### config.mk
export PLATFORM = sky130hd
export DESIGN_NAME = counter_prop_monitor
export DESIGN_NICKNAME = d
export VERILOG_FILES = /design/src/rtl/counter_mon_pkg.sv /design/src/rtl/counter_mon_ch.sv /design/src/rtl/counter_prop_monitor.sv
export SDC_FILE = /design/constraint.sdc
export NUM_CORES = 1
export LEC_CHECK = 0
export ABC_CLOCK_PERIOD_IN_PS = 4620
export CAP_MARGIN = 25
export CORE_MARGIN = 2
export CORE_UTILIZATION = 25
export DETAILED_ROUTE_END_ITERATION = 8
export GPL_TIMING_DRIVEN = 0
export SLEW_MARGIN = 10
export SYNTH_ARGS = -nofsm -noshare
export SYNTH_HDL_FRONTEND = slang
export SYNTH_SLANG_ARGS = --single-unit
### constraint.sdc
create_clock -name clk -period 4.62 [get_ports clk]
set_input_delay 0.924 -clock clk [delete_from_list [all_inputs] [get_ports clk]]
set_output_delay 0.924 -clock clk [all_outputs]
set_load 0.005 [all_outputs]
### src/rtl/counter_mon_pkg.sv
// -----------------------------------------------------------------------------
// counter_mon_pkg
// Shared types and helpers for the counter property monitor.
//   chk_e       : check identifiers, also the encoding of first_err_chk
//   carry_st_e  : states of the per-channel carry pulse-width FSM
//   sat_add     : saturating add used by the statistics counters
// Optional build macro used by the monitor: COUNTER_MON_STRICT_EN
// -----------------------------------------------------------------------------
package counter_mon_pkg;

    // Working width of sat_add; statistics counters must not be wider.
    localparam int SAT_W = 32;

    typedef enum logic [1:0] {
        CHK_CARRY   = 2'd0,
        CHK_ADVANCE = 2'd1,
        CHK_LOAD    = 2'd2
    } chk_e;

    typedef enum logic {
        ST_IDLE = 1'b0,
        ST_WAIT = 1'b1
    } carry_st_e;

    // Returns a + b clipped to max_val. The sum carries one extra bit so an
    // overflow of the working width is also clipped correctly.
    function automatic logic [SAT_W-1:0] sat_add(
        input logic [SAT_W-1:0] a,
        input logic [SAT_W-1:0] b,
        input logic [SAT_W-1:0] max_val
    );
        logic [SAT_W:0] sum;
        sum = {1'b0, a} + {1'b0, b};
        if (sum > {1'b0, max_val}) begin
            return max_val;
        end
        return sum[SAT_W-1:0];
    endfunction

endpackage

### src/rtl/counter_mon_ch.sv
// -----------------------------------------------------------------------------
// counter_mon_ch
// One monitored channel: history registers, carry pulse-width FSM and the
// advance/load arm pipeline. Results are produced combinationally in the
// evaluation cycle and accumulated by the top level on the same clock edge.
//   clk, resetn   : clock / asynchronous active-low reset
//   enable        : count enable of the observed counter
//   wenable       : load enable of the observed counter
//   wcount        : load value of the observed counter
//   count, carry  : observed counter value and carry
//   pass_vec[0]   : carry check passed this cycle
//   pass_vec[1]   : advance or load check passed this cycle
//   fail_vec[1:0] : same slots, failures
//   ld_sel        : slot 1 currently carries a LOAD result (else ADVANCE)
// Build macro COUNTER_MON_STRICT_EN: advance must be exactly +1 (mod 2^P_BIT).
// -----------------------------------------------------------------------------
module counter_mon_ch
    import counter_mon_pkg::*;
#(
    parameter int P_BIT       = 4,
    parameter int P_CARRY_MAX = 3
) (
    input  logic             clk,
    input  logic             resetn,
    input  logic             enable,
    input  logic             wenable,
    input  logic [P_BIT-1:0] wcount,
    input  logic [P_BIT-1:0] count,
    input  logic             carry,
    output logic [1:0]       pass_vec,
    output logic [1:0]       fail_vec,
    output logic             ld_sel
);

    localparam int K_W = $clog2(P_CARRY_MAX + 1);

    logic             hist_vld_q, hist_vld_d;
    logic [P_BIT-1:0] count_q, count_d;
    logic [P_BIT-1:0] wcount_q, wcount_d;
    logic             carry_q, carry_d;
    carry_st_e        st_q, st_d;
    logic [K_W-1:0]   k_q, k_d;
    logic             adv_arm_q, adv_arm_d;
    logic             ld_arm_q, ld_arm_d;

    logic carry_pass, carry_fail;
    logic adv_ok, ld_ok;

    always_comb begin
        // History follows the inputs every cycle; hist_vld marks that the
        // history holds at least one real post-reset sample.
        hist_vld_d = 1'b1;
        count_d    = count;
        wcount_d   = wcount;
        carry_d    = carry;

        // Load has priority over enable, so the two arms are exclusive.
        adv_arm_d  = hist_vld_q & enable & ~wenable;
        ld_arm_d   = hist_vld_q & wenable;

        st_d       = st_q;
        k_d        = k_q;
        carry_pass = 1'b0;
        carry_fail = 1'b0;

        case (st_q)
            ST_IDLE: begin
                // A rise requires carry_q = 0, so attempts never overlap.
                if (hist_vld_q && carry && !carry_q) begin
                    st_d = ST_WAIT;
                    k_d  = K_W'(1);
                end
            end
            ST_WAIT: begin
                if (hist_vld_q) begin
                    if (!carry) begin
                        carry_pass = 1'b1;
                        st_d       = ST_IDLE;
                    end else if (k_q == K_W'(P_CARRY_MAX)) begin
                        carry_fail = 1'b1;
                        st_d       = ST_IDLE;
                    end else begin
                        k_d = k_q + K_W'(1);
                    end
                end
            end
            default: st_d = ST_IDLE;
        endcase

`ifdef COUNTER_MON_STRICT_EN
        adv_ok = (count == count_q + P_BIT'(1));
`else
        adv_ok = (count != count_q);
`endif
        ld_ok = (count == wcount_q);
    end

    always_ff @(posedge clk or negedge resetn) begin
        if (!resetn) begin
            hist_vld_q <= 1'b0;
            count_q    <= '0;
            wcount_q   <= '0;
            carry_q    <= 1'b0;
            st_q       <= ST_IDLE;
            k_q        <= '0;
            adv_arm_q  <= 1'b0;
            ld_arm_q   <= 1'b0;
        end else begin
            hist_vld_q <= hist_vld_d;
            count_q    <= count_d;
            wcount_q   <= wcount_d;
            carry_q    <= carry_d;
            st_q       <= st_d;
            k_q        <= k_d;
            adv_arm_q  <= adv_arm_d;
            ld_arm_q   <= ld_arm_d;
        end
    end

    assign pass_vec[0] = carry_pass;
    assign fail_vec[0] = carry_fail;
    assign pass_vec[1] = (adv_arm_q & adv_ok) | (ld_arm_q & ld_ok);
    assign fail_vec[1] = (adv_arm_q & ~adv_ok) | (ld_arm_q & ~ld_ok);
    assign ld_sel      = ld_arm_q;

endmodule

### src/rtl/counter_prop_monitor.sv
// -----------------------------------------------------------------------------
// counter_prop_monitor
// Multi-channel property monitor for loadable counters with carry. Each
// channel checks carry pulse width, count advance and count load; the top
// accumulates saturating pass/fail/fire statistics, per-channel sticky error
// flags and a capture of the first failure.
//   clk, resetn          : clock / asynchronous active-low reset
//   enable, wenable      : per-channel count / load enables
//   wcount, count        : per-channel load value / counter value (ch i at
//                          [i*P_BIT +: P_BIT])
//   carry                : per-channel carry
//   clr_stats            : synchronous clear of statistics, sticky flags and
//                          first-error capture (FSMs and arms untouched)
//   pass_cnt, fail_cnt   : saturating counts of passed / failed checks
//   fire_cnt             : saturating count of evaluated checks
//   err_sticky           : channel has failed since reset / clear
//   first_err_vld/ch/chk : first captured failure (chk encoded as chk_e)
// Build macro COUNTER_MON_STRICT_EN: advance must be exactly +1 (mod 2^P_BIT).
// -----------------------------------------------------------------------------
module counter_prop_monitor
    import counter_mon_pkg::*;
#(
    parameter int P_BIT       = 4,
    parameter int P_CH        = 2,
    parameter int P_CARRY_MAX = 3,
    parameter int P_CNT_W     = 16,
    localparam int CH_W       = (P_CH > 1) ? $clog2(P_CH) : 1
) (
    input  logic                  clk,
    input  logic                  resetn,
    input  logic [P_CH-1:0]       enable,
    input  logic [P_CH-1:0]       wenable,
    input  logic [P_CH*P_BIT-1:0] wcount,
    input  logic [P_CH*P_BIT-1:0] count,
    input  logic [P_CH-1:0]       carry,
    input  logic                  clr_stats,
    output logic [P_CNT_W-1:0]    pass_cnt,
    output logic [P_CNT_W-1:0]    fail_cnt,
    output logic [P_CNT_W-1:0]    fire_cnt,
    output logic [P_CH-1:0]       err_sticky,
    output logic                  first_err_vld,
    output logic [CH_W-1:0]       first_err_ch,
    output logic [1:0]            first_err_chk
);

    localparam logic [P_CNT_W-1:0] CNT_MAX = '1;

    logic [2*P_CH-1:0] pass_all;
    logic [2*P_CH-1:0] fail_all;
    logic [P_CH-1:0]   ld_sel_all;

    for (genvar gi = 0; gi < P_CH; gi++) begin : g_ch
        counter_mon_ch #(
            .P_BIT       (P_BIT),
            .P_CARRY_MAX (P_CARRY_MAX)
        ) u_ch (
            .clk      (clk),
            .resetn   (resetn),
            .enable   (enable[gi]),
            .wenable  (wenable[gi]),
            .wcount   (wcount[gi*P_BIT +: P_BIT]),
            .count    (count[gi*P_BIT +: P_BIT]),
            .carry    (carry[gi]),
            .pass_vec (pass_all[2*gi +: 2]),
            .fail_vec (fail_all[2*gi +: 2]),
            .ld_sel   (ld_sel_all[gi])
        );
    end

    logic [P_CNT_W-1:0] pass_cnt_q, pass_cnt_d;
    logic [P_CNT_W-1:0] fail_cnt_q, fail_cnt_d;
    logic [P_CNT_W-1:0] fire_cnt_q, fire_cnt_d;
    logic [P_CH-1:0]    err_sticky_q, err_sticky_d;
    logic               first_err_vld_q, first_err_vld_d;
    logic [CH_W-1:0]    first_err_ch_q, first_err_ch_d;
    chk_e               first_err_chk_q, first_err_chk_d;

    logic [SAT_W-1:0] pass_add, fail_add, fire_add;
    logic [P_CH-1:0]  ch_fail;
    logic             found;
    logic [CH_W-1:0]  cap_ch;
    chk_e             cap_chk;

    always_comb begin
        pass_add = '0;
        fail_add = '0;
        for (int i = 0; i < 2*P_CH; i++) begin
            pass_add = pass_add + SAT_W'(pass_all[i]);
            fail_add = fail_add + SAT_W'(fail_all[i]);
        end
        // fire has its own saturating counter, so it is not derived from the
        // other two once either of them has clipped.
        fire_add = pass_add + fail_add;

        // Priority: lowest channel first, then lowest check code. Slot 0
        // (carry) always has the lowest code within a channel.
        found   = 1'b0;
        cap_ch  = '0;
        cap_chk = CHK_CARRY;
        for (int i = 0; i < P_CH; i++) begin
            ch_fail[i] = |fail_all[2*i +: 2];
            if (!found) begin
                if (fail_all[2*i]) begin
                    found   = 1'b1;
                    cap_ch  = CH_W'(i);
                    cap_chk = CHK_CARRY;
                end else if (fail_all[2*i+1]) begin
                    found   = 1'b1;
                    cap_ch  = CH_W'(i);
                    cap_chk = ld_sel_all[i] ? CHK_LOAD : CHK_ADVANCE;
                end
            end
        end

        pass_cnt_d      = pass_cnt_q;
        fail_cnt_d      = fail_cnt_q;
        fire_cnt_d      = fire_cnt_q;
        err_sticky_d    = err_sticky_q;
        first_err_vld_d = first_err_vld_q;
        first_err_ch_d  = first_err_ch_q;
        first_err_chk_d = first_err_chk_q;

        if (clr_stats) begin
            // Clear wins over any result produced in the same cycle.
            pass_cnt_d      = '0;
            fail_cnt_d      = '0;
            fire_cnt_d      = '0;
            err_sticky_d    = '0;
            first_err_vld_d = 1'b0;
            first_err_ch_d  = '0;
            first_err_chk_d = CHK_CARRY;
        end else begin
            pass_cnt_d   = P_CNT_W'(sat_add(SAT_W'(pass_cnt_q), pass_add, SAT_W'(CNT_MAX)));
            fail_cnt_d   = P_CNT_W'(sat_add(SAT_W'(fail_cnt_q), fail_add, SAT_W'(CNT_MAX)));
            fire_cnt_d   = P_CNT_W'(sat_add(SAT_W'(fire_cnt_q), fire_add, SAT_W'(CNT_MAX)));
            err_sticky_d = err_sticky_q | ch_fail;
            if (!first_err_vld_q && found) begin
                first_err_vld_d = 1'b1;
                first_err_ch_d  = cap_ch;
                first_err_chk_d = cap_chk;
            end
        end
    end

    always_ff @(posedge clk or negedge resetn) begin
        if (!resetn) begin
            pass_cnt_q      <= '0;
            fail_cnt_q      <= '0;
            fire_cnt_q      <= '0;
            err_sticky_q    <= '0;
            first_err_vld_q <= 1'b0;
            first_err_ch_q  <= '0;
            first_err_chk_q <= CHK_CARRY;
        end else begin
            pass_cnt_q      <= pass_cnt_d;
            fail_cnt_q      <= fail_cnt_d;
            fire_cnt_q      <= fire_cnt_d;
            err_sticky_q    <= err_sticky_d;
            first_err_vld_q <= first_err_vld_d;
            first_err_ch_q  <= first_err_ch_d;
            first_err_chk_q <= first_err_chk_d;
        end
    end

    assign pass_cnt      = pass_cnt_q;
    assign fail_cnt      = fail_cnt_q;
    assign fire_cnt      = fire_cnt_q;
    assign err_sticky    = err_sticky_q;
    assign first_err_vld = first_err_vld_q;
    assign first_err_ch  = first_err_ch_q;
    assign first_err_chk = first_err_chk_q;

endmodule
## Word level (Yosys, flattened, before mapping)

Index checks and enable logic that the tools add are counted.

- Mux-type cells: 69
- Bitwise operators: 27
- $lt $le $gt $ge: 3
- Add/sub/neg operators: 12
- Reduce and logical (&&, ||, !) cells: 13
- Eq/ne operators: 14

Operators with widths:

| operator | count |
|---|---|
| 16-bit 2-to-1 mux | 9 |
| 17-bit by 16-bit > comparator with 1-bit output, second input constant | 3 |
| 1-bit 2-to-1 mux | 38 |
| 2-bit 2-to-1 mux | 18 |
| 16-bit by 4-bit adder with 17-bit output | 2 |
| 16-bit by 5-bit adder with 17-bit output | 1 |
| 1-bit bitwise AND | 14 |
| 3-bit by 1-bit adder with 4-bit output | 2 |
| 4-bit equality test | 2 |
| 2-bit by 1-bit inequality test with 1-bit output, second input constant | 4 |
| 2-bit inequality test, second input constant | 4 |
| 4-bit inequality test | 2 |
| 1-bit inverter | 8 |
| 2-bit case mux with 2 select lines | 2 |
| 4-bit AND reduction | 2 |
| 2-bit by 1-bit adder with 3-bit output | 2 |
| 4-bit by 4-bit adder with 5-bit output | 1 |
| 1-bit logical AND | 5 |
| 1-bit by 1-bit adder with 2-bit output | 2 |
| 2-bit by 1-bit adder with 2-bit output, second input constant | 2 |
| 2-bit equality test, second input constant | 2 |
| 1-bit OR | 4 |
| 1-bit case mux with 2 select lines | 2 |
| 2-bit OR reduction | 2 |
| 3 further kinds | 5 |

- Bits of input ports: 25
- Flip-flop bits (word level): 83

## Logic depth before layout (Yosys ltp)

- Word-level depth: 15
- Depth in mapped cells: 18

## Modules after synthesis

Synthesis repeated with hierarchy kept, for this count alone.

- Cell total of the unflattened synthesis: 419
- Area total of the unflattened synthesis: 4423.0 um^2

Modules (own cells, without submodules):

| module | cells an instance | seq. area each (um^2) | area an instance (um^2) | times used |
|---|---|---|---|---|
| counter_prop_monitor | 311 | 1351.3 | 3149.3 | 1 |
| counter_mon_ch | 54 | 375.4 | 636.9 | 2 |

## Worst setup path after synthesis

No wires, ideal clock.

- Path type: input-to-reg
- From: input port count[1]
- To: register fire_cnt_q[15] (netlist: fire_cnt[15])
- Arrival: 4.473 ns
- Stages on the path: 17
- Setup slack: 0.053 ns
- Required time: 4.526 ns
- Setup time: 0.094 ns
- Buffers on the path: 0
- Path through: xor2_1 -> nor4_2 -> and2b_1 -> a21oi_1 -> fa_1 -> inv_1 -> ha_1 -> ha_1 -> fa_1 -> ha_1 -> fa_1 -> a21o_1 -> nor3b_1 -> nand2_1 -> nor2_1 -> nor2_1 -> a211oi_1

- Cells in the longest elaborated chain, start to end: 14

RTL lines:

| what | RTL line | source |
|---|---|---|
| start: declaration | counter_prop_monitor.sv:34 | `input logic [P_CH*P_BIT-1:0] count,` |
| 4-bit inequality test or 4-bit equality test (tied branches) | counter_mon_ch.sv:93, counter_mon_ch.sv:95 |  |
| 1-bit inverter | counter_mon_ch.sv:123 | `assign fail_vec[1] = (adv_arm_q & ~adv_ok) \| (ld_arm_q & ~ld_ok);` |
| 1-bit bitwise AND | counter_mon_ch.sv:123 |  |
| 1-bit OR | counter_mon_ch.sv:123 |  |
| 1-bit by 1-bit adder with 2-bit output | counter_prop_monitor.sv:89 | `fail_add = fail_add + SAT_W'(fail_all[i]);` |
| 2-bit by 1-bit adder with 3-bit output | counter_prop_monitor.sv:89 |  |
| 3-bit by 1-bit adder with 4-bit output | counter_prop_monitor.sv:89 |  |
| 4-bit by 4-bit adder with 5-bit output * | counter_prop_monitor.sv:93 | `fire_add = pass_add + fail_add;` |
| 16-bit by 5-bit adder with 17-bit output * | counter_mon_pkg.sv:33 | `sum = {1'b0, a} + {1'b0, b};` |
| 17-bit by 16-bit > comparator with 1-bit output | counter_mon_pkg.sv:34 | `if (sum > {1'b0, max_val}) begin` |
| 1-bit 2-to-1 mux | counter_mon_pkg.sv:34 |  |
| 1-bit 2-to-1 mux | counter_prop_monitor.sv:123 | `if (clr_stats) begin` |
| 16-bit 2-to-1 mux * | counter_mon_pkg.sv:37 | `return sum[SAT_W-1:0];` |
| 16-bit 2-to-1 mux * | counter_prop_monitor.sv:123 |  |
| named net fire_cnt_d[15] | counter_prop_monitor.sv:72 | `logic [P_CNT_W-1:0] fire_cnt_q, fire_cnt_d;` |
| end signal: assignment | counter_prop_monitor.sv:157 | `fire_cnt_q <= fire_cnt_d;` |
| end: declaration | counter_prop_monitor.sv:72 |  |

The timed path passes the listed nets; every way through them passes the cells marked *. The select of a mux whose other input is x is not followed.
A chain may end at the register's enable or synchronous reset.

## Final worst setup path

- From: input port count[2]
- To: register fire_cnt_q[15] (netlist: fire_cnt[15])

The elaborated chain is that of the path after synthesis.

==> impl_summary.txt <==
----------------------------------------------------
[Worst hold path]
  Worst hold start ... err_sticky[1]$_DFF_PN0_
  Hold WC Path Type ... register to register

[Synthesis]
  Synthesis-stage register bit count ... 83
  Cell area after synthesis ... 4210 um2
  Primary flip-flop cell chosen by synthesis mapping ... dfrtp_1
  Synthesized net count ... roughly 460
  Share of the yosys chip area belonging to registers ... 0.494
  Number of flops mapped to enable cells by yosys ... 0
  Synthesized area divided by synthesized cell count ... approximately 10 um2
  Ys async rst share ... 1.00
  Distinct cell type count after synthesis ... between 40 and 50
  Gate count of the mapped netlist ... 409
  Number of synthesis warnings ... 0

[Placed design]
  Routability-driven placement congestion ratio ... ~0.77
  Instance area at placement ... between 5000 and 6000 um2
  Post-place setup slack ... -1100 ps
  Placed wire-length estimate ... 7.65 mm
  Buffers on Ports ... 77

[GRT]
  Number of antenna violations at the first check in global routing ... 0
  Maximum number of pins on one net before global-route repair ... slightly above 50
  Total overflow reported by the global router ... 0
  Global-route wire length before repair ... approximately 17 mm
  All-Layer GR Usage ... 0.120
  Number of global-route vias before repair ... roughly 3400

[Timing]
  Total negative slack ... 0 ps
  Post-route clock period utilization ... 0.955
  Setup violators final ... 0
  Normalized max-slew margin ... 0.522
  Number of hold violations in the final report ... 0
  Fin crit period ... 4410 ps
  Smallest setup slack after layout ... 207 ps
  Worst Clk Skew ... between 8 and 9 ps
  Slew at the pin closest to its max-slew limit ... 717 ps
  Final max-slew violation count ... 0
  Highest attainable clock frequency ... about 230 MHz

[Worst setup path]
  Launching element type of the critical path ... input port
  Slowest stage cell on the critical path ... fa_1
  Endpoint class of the critical path ... register
  Start point of the critical path ... count[2]
  Top Family by Delay on Critical Path ... adder cells
  Max Fanout on Critical Path ... 3
  Worst-path cell chain ... clkdlybuf4s15_1, xor2_1, nor4_4, buf_4, a22o_4, fa_1, ha_2, ha_4, fa_2, ha_4, fa_2, a21o_1, nor3b_4, nand2_2, nor2_2, nor2_1, a211oi_2
  Data required, critical path ... 4810 ps
  Worst R2R Start ... g_ch[1].u_ch.hist_vld_q$_DFF_PN0_
  Total buffers and inverters traversed by the critical path ... 2
  Arrival time worst endpoint ... 4600 ps
  Peak per-stage delay on the critical path ... between 400 and 500 ps
  Worst setup path class ... input port to register

[Route]
  DRC violation count after routing ... 0
  Post-DR wirelength/cell ... 14.2 um
  DRT iter0 DRCs ... between 100 and 150
  Via count normalized by instance count ... 4.53
  Number of search-and-repair iterations in the first detailed-routing pass ... 4
  Residual antenna-violating net count after detailed routing ... 0
  Vias after detailed routing ... 3303
  Routed wire length ... around 10 mm

[Outcome]
  Run status ... completed

[Floorplan]
  Count of standard-cell rows ... 47
  Starting utilization of the core area ... 0.255
  Area of the core ... roughly 17000 um2
  Die X-Extent ... around 130 um
  Die area ... ~18000 um2
  I/O pins ... 79
  Die Y-Extent ... approximately 130 um

[Clocking]
  Number of clock sinks seen by CTS ... 83
  Clock latency of the later-clocked register in the worst-skew pair ... 340 ps
  Clk buf depth ... 2
  Buffer type at the clock tree root ... clkbuf_16
  Depth of the CTS H-tree ... 3
  Clock tree from TritonCTS ... yes
  Clock input transition at the sequential cells of the worst setup and hold paths ... ~60 ps
  Inserted Clock Buffers ... 9

[Finish]
  Multi-input logic area ... 2130 um2
  Final Cell Area ... 5760 um2
  Fill count ... 1653
  Antenna fix cells ... 0
  Nets ... 554
  Layout cells sized above 1 ... 0.120
  Sequential cell area ... roughly 2100 um2
  Area overhead of the layout relative to synthesis ... 36.8%

[Power]
  Worst-case vdd ir drop ... roughly 0.17 mV
  Power per cell area ... between 300 and 400 nW/um2
  Static power due to leakage ... 2.46 nW

[Job]
  Count of maximum capacitance violations ... 0

----------------------------------------------------
[layer usage]
metal | global-route usage | wire [um]
met3 | 0.0270 | 466
met1 | 0.148 | 4600
met5 | 0 | 0
met2 | 0.199 | 5060
met4 | 0.0544 | 206
[worst paths after layout]
kind / end / slack [ps] / cells after the start
min reg2reg: err_sticky[1]$_DFF_PN0_ / 510 / 2
max in group asynchronous: first_err_chk[1]$_DFFE_PN0P_ / 3380 / 2
min in group asynchronous: fail_cnt[8]$_DFF_PN0_ / 610 / 1
min: err_sticky[1]$_DFF_PN0_ / 510 / 2
max reg2reg: fire_cnt[15]$_DFF_PN0_ / 440 / 16
max: fire_cnt[15]$_DFF_PN0_ / 210 / 17
[through the flow]
stage               utilization  total power, mW  cells  hold slack [ps]
global placement          0.318             1.19    706              484
finish                    0.348             1.89    729              510
detailed placement        0.319             1.21    707              501
floorplan                     -             1.04    409              486
CTS                       0.344             1.91    726              515
global route              0.348             2.01    729              536
[sequential cells by signal (all words and copies together), names as in the netlist, 4 cells and up]
name and flops:
fail_cnt 16, fire_cnt 16, g_ch.u_ch.count_q 8, g_ch.u_ch.k_q 4
g_ch.u_ch.wcount_q 8, pass_cnt 16
[logic make-up after synthesis]
family / count (synthesis) / share of synthesized area
compound gates: 86 / 0.120
xor+xnor: 46 / 0.0957
fa+ha+maj: 24 / 0.0839
buf+inv: 41 / 0.0369
flops: 83 / 0.494
mux: 3 / 0.00714
other cells: 1 / 0.000891
simple gates: 125 / 0.162
[what timing repair did]
item | 4_1_cts | 5_1_grt
buffers inserted | 4 | 3
pin swaps | 8 | 12
hold buffers | 0 | 0
gates resized for setup | 31 | 22
cloned | 0 | 0
endpoints found under the setup margin | 44 | 34
hold endpoints to repair | 0 | 0
[synth_stat cells (2+ instances only)]
master | count | share of area
dfrtp_1 | 83 | 0.49
a31oi_1 | 4 | 0.0059
nand2_1 | 29 | 0.026
and2_1 | 4 | 0.0059
and3_1 | 8 | 0.012
nand3_1 | 12 | 0.014
and4_1 | 2 | 0.0042
inv_1 | 28 | 0.025
o22ai_1 | 2 | 0.0030
nand4_1 | 10 | 0.015
fa_1 | 7 | 0.033
nor3_1 | 11 | 0.013
nor2_1 | 26 | 0.023
clkbuf_1 | 11 | 0.0098
and4b_1 | 2 | 0.0048
mux2i_1 | 3 | 0.0071
nor2b_1 | 6 | 0.0089
xnor2_1 | 24 | 0.050
o21ai_0 | 13 | 0.015
a21oi_1 | 50 | 0.059
nor3b_1 | 4 | 0.0071
xor2_1 | 22 | 0.046
a2bb2oi_1 | 2 | 0.0042
a211oi_1 | 2 | 0.0036
ha_1 | 17 | 0.051
a21o_1 | 4 | 0.0071
[report_power, final]
part           internal (mW)  switching (mW)
Sequential             0.789          0.0598
Combinational          0.188           0.183
Clock                  0.389           0.284
Total                   1.37           0.527
[worst register-to-register path, stage by stage, from the launching register on]
cell	delay [ps]
dfrtp_1	330
clkbuf_1	330
clkbuf_1	380
nand3b_1	190
fa_1	550
inv_2	50
ha_4	170
ha_4	290
fa_2	460
ha_4	180
fa_2	370
a21o_1	200
nor3b_4	170
nand2_2	130
nor2_2	50
nor2_1	120
a211oi_2	50
[cell type report]
type	count	share of cell area
clock inverter	4	0.00456
multi-input combinational	285	0.370
clock buffer	11	0.0439
sequential	83	0.361
inverter	28	0.0183
buffer	13	0.0109
timing repair buffer	85	0.143
tap	220	0.0478
[cell usage in the layout (no fill, tap or decap), types with 12 or more instances in the layout]
cell type / count
nand2_1: 27
xnor2_1: 24
dfrtp_1: 83
inv_1: 27
nand3_1: 12
a21oi_1: 47
xor2_1: 18
o21ai_0: 13
nor2_1: 24
clkdlybuf4s50_1: 68
No activity file was read; power rests on OpenSTA's default activity.
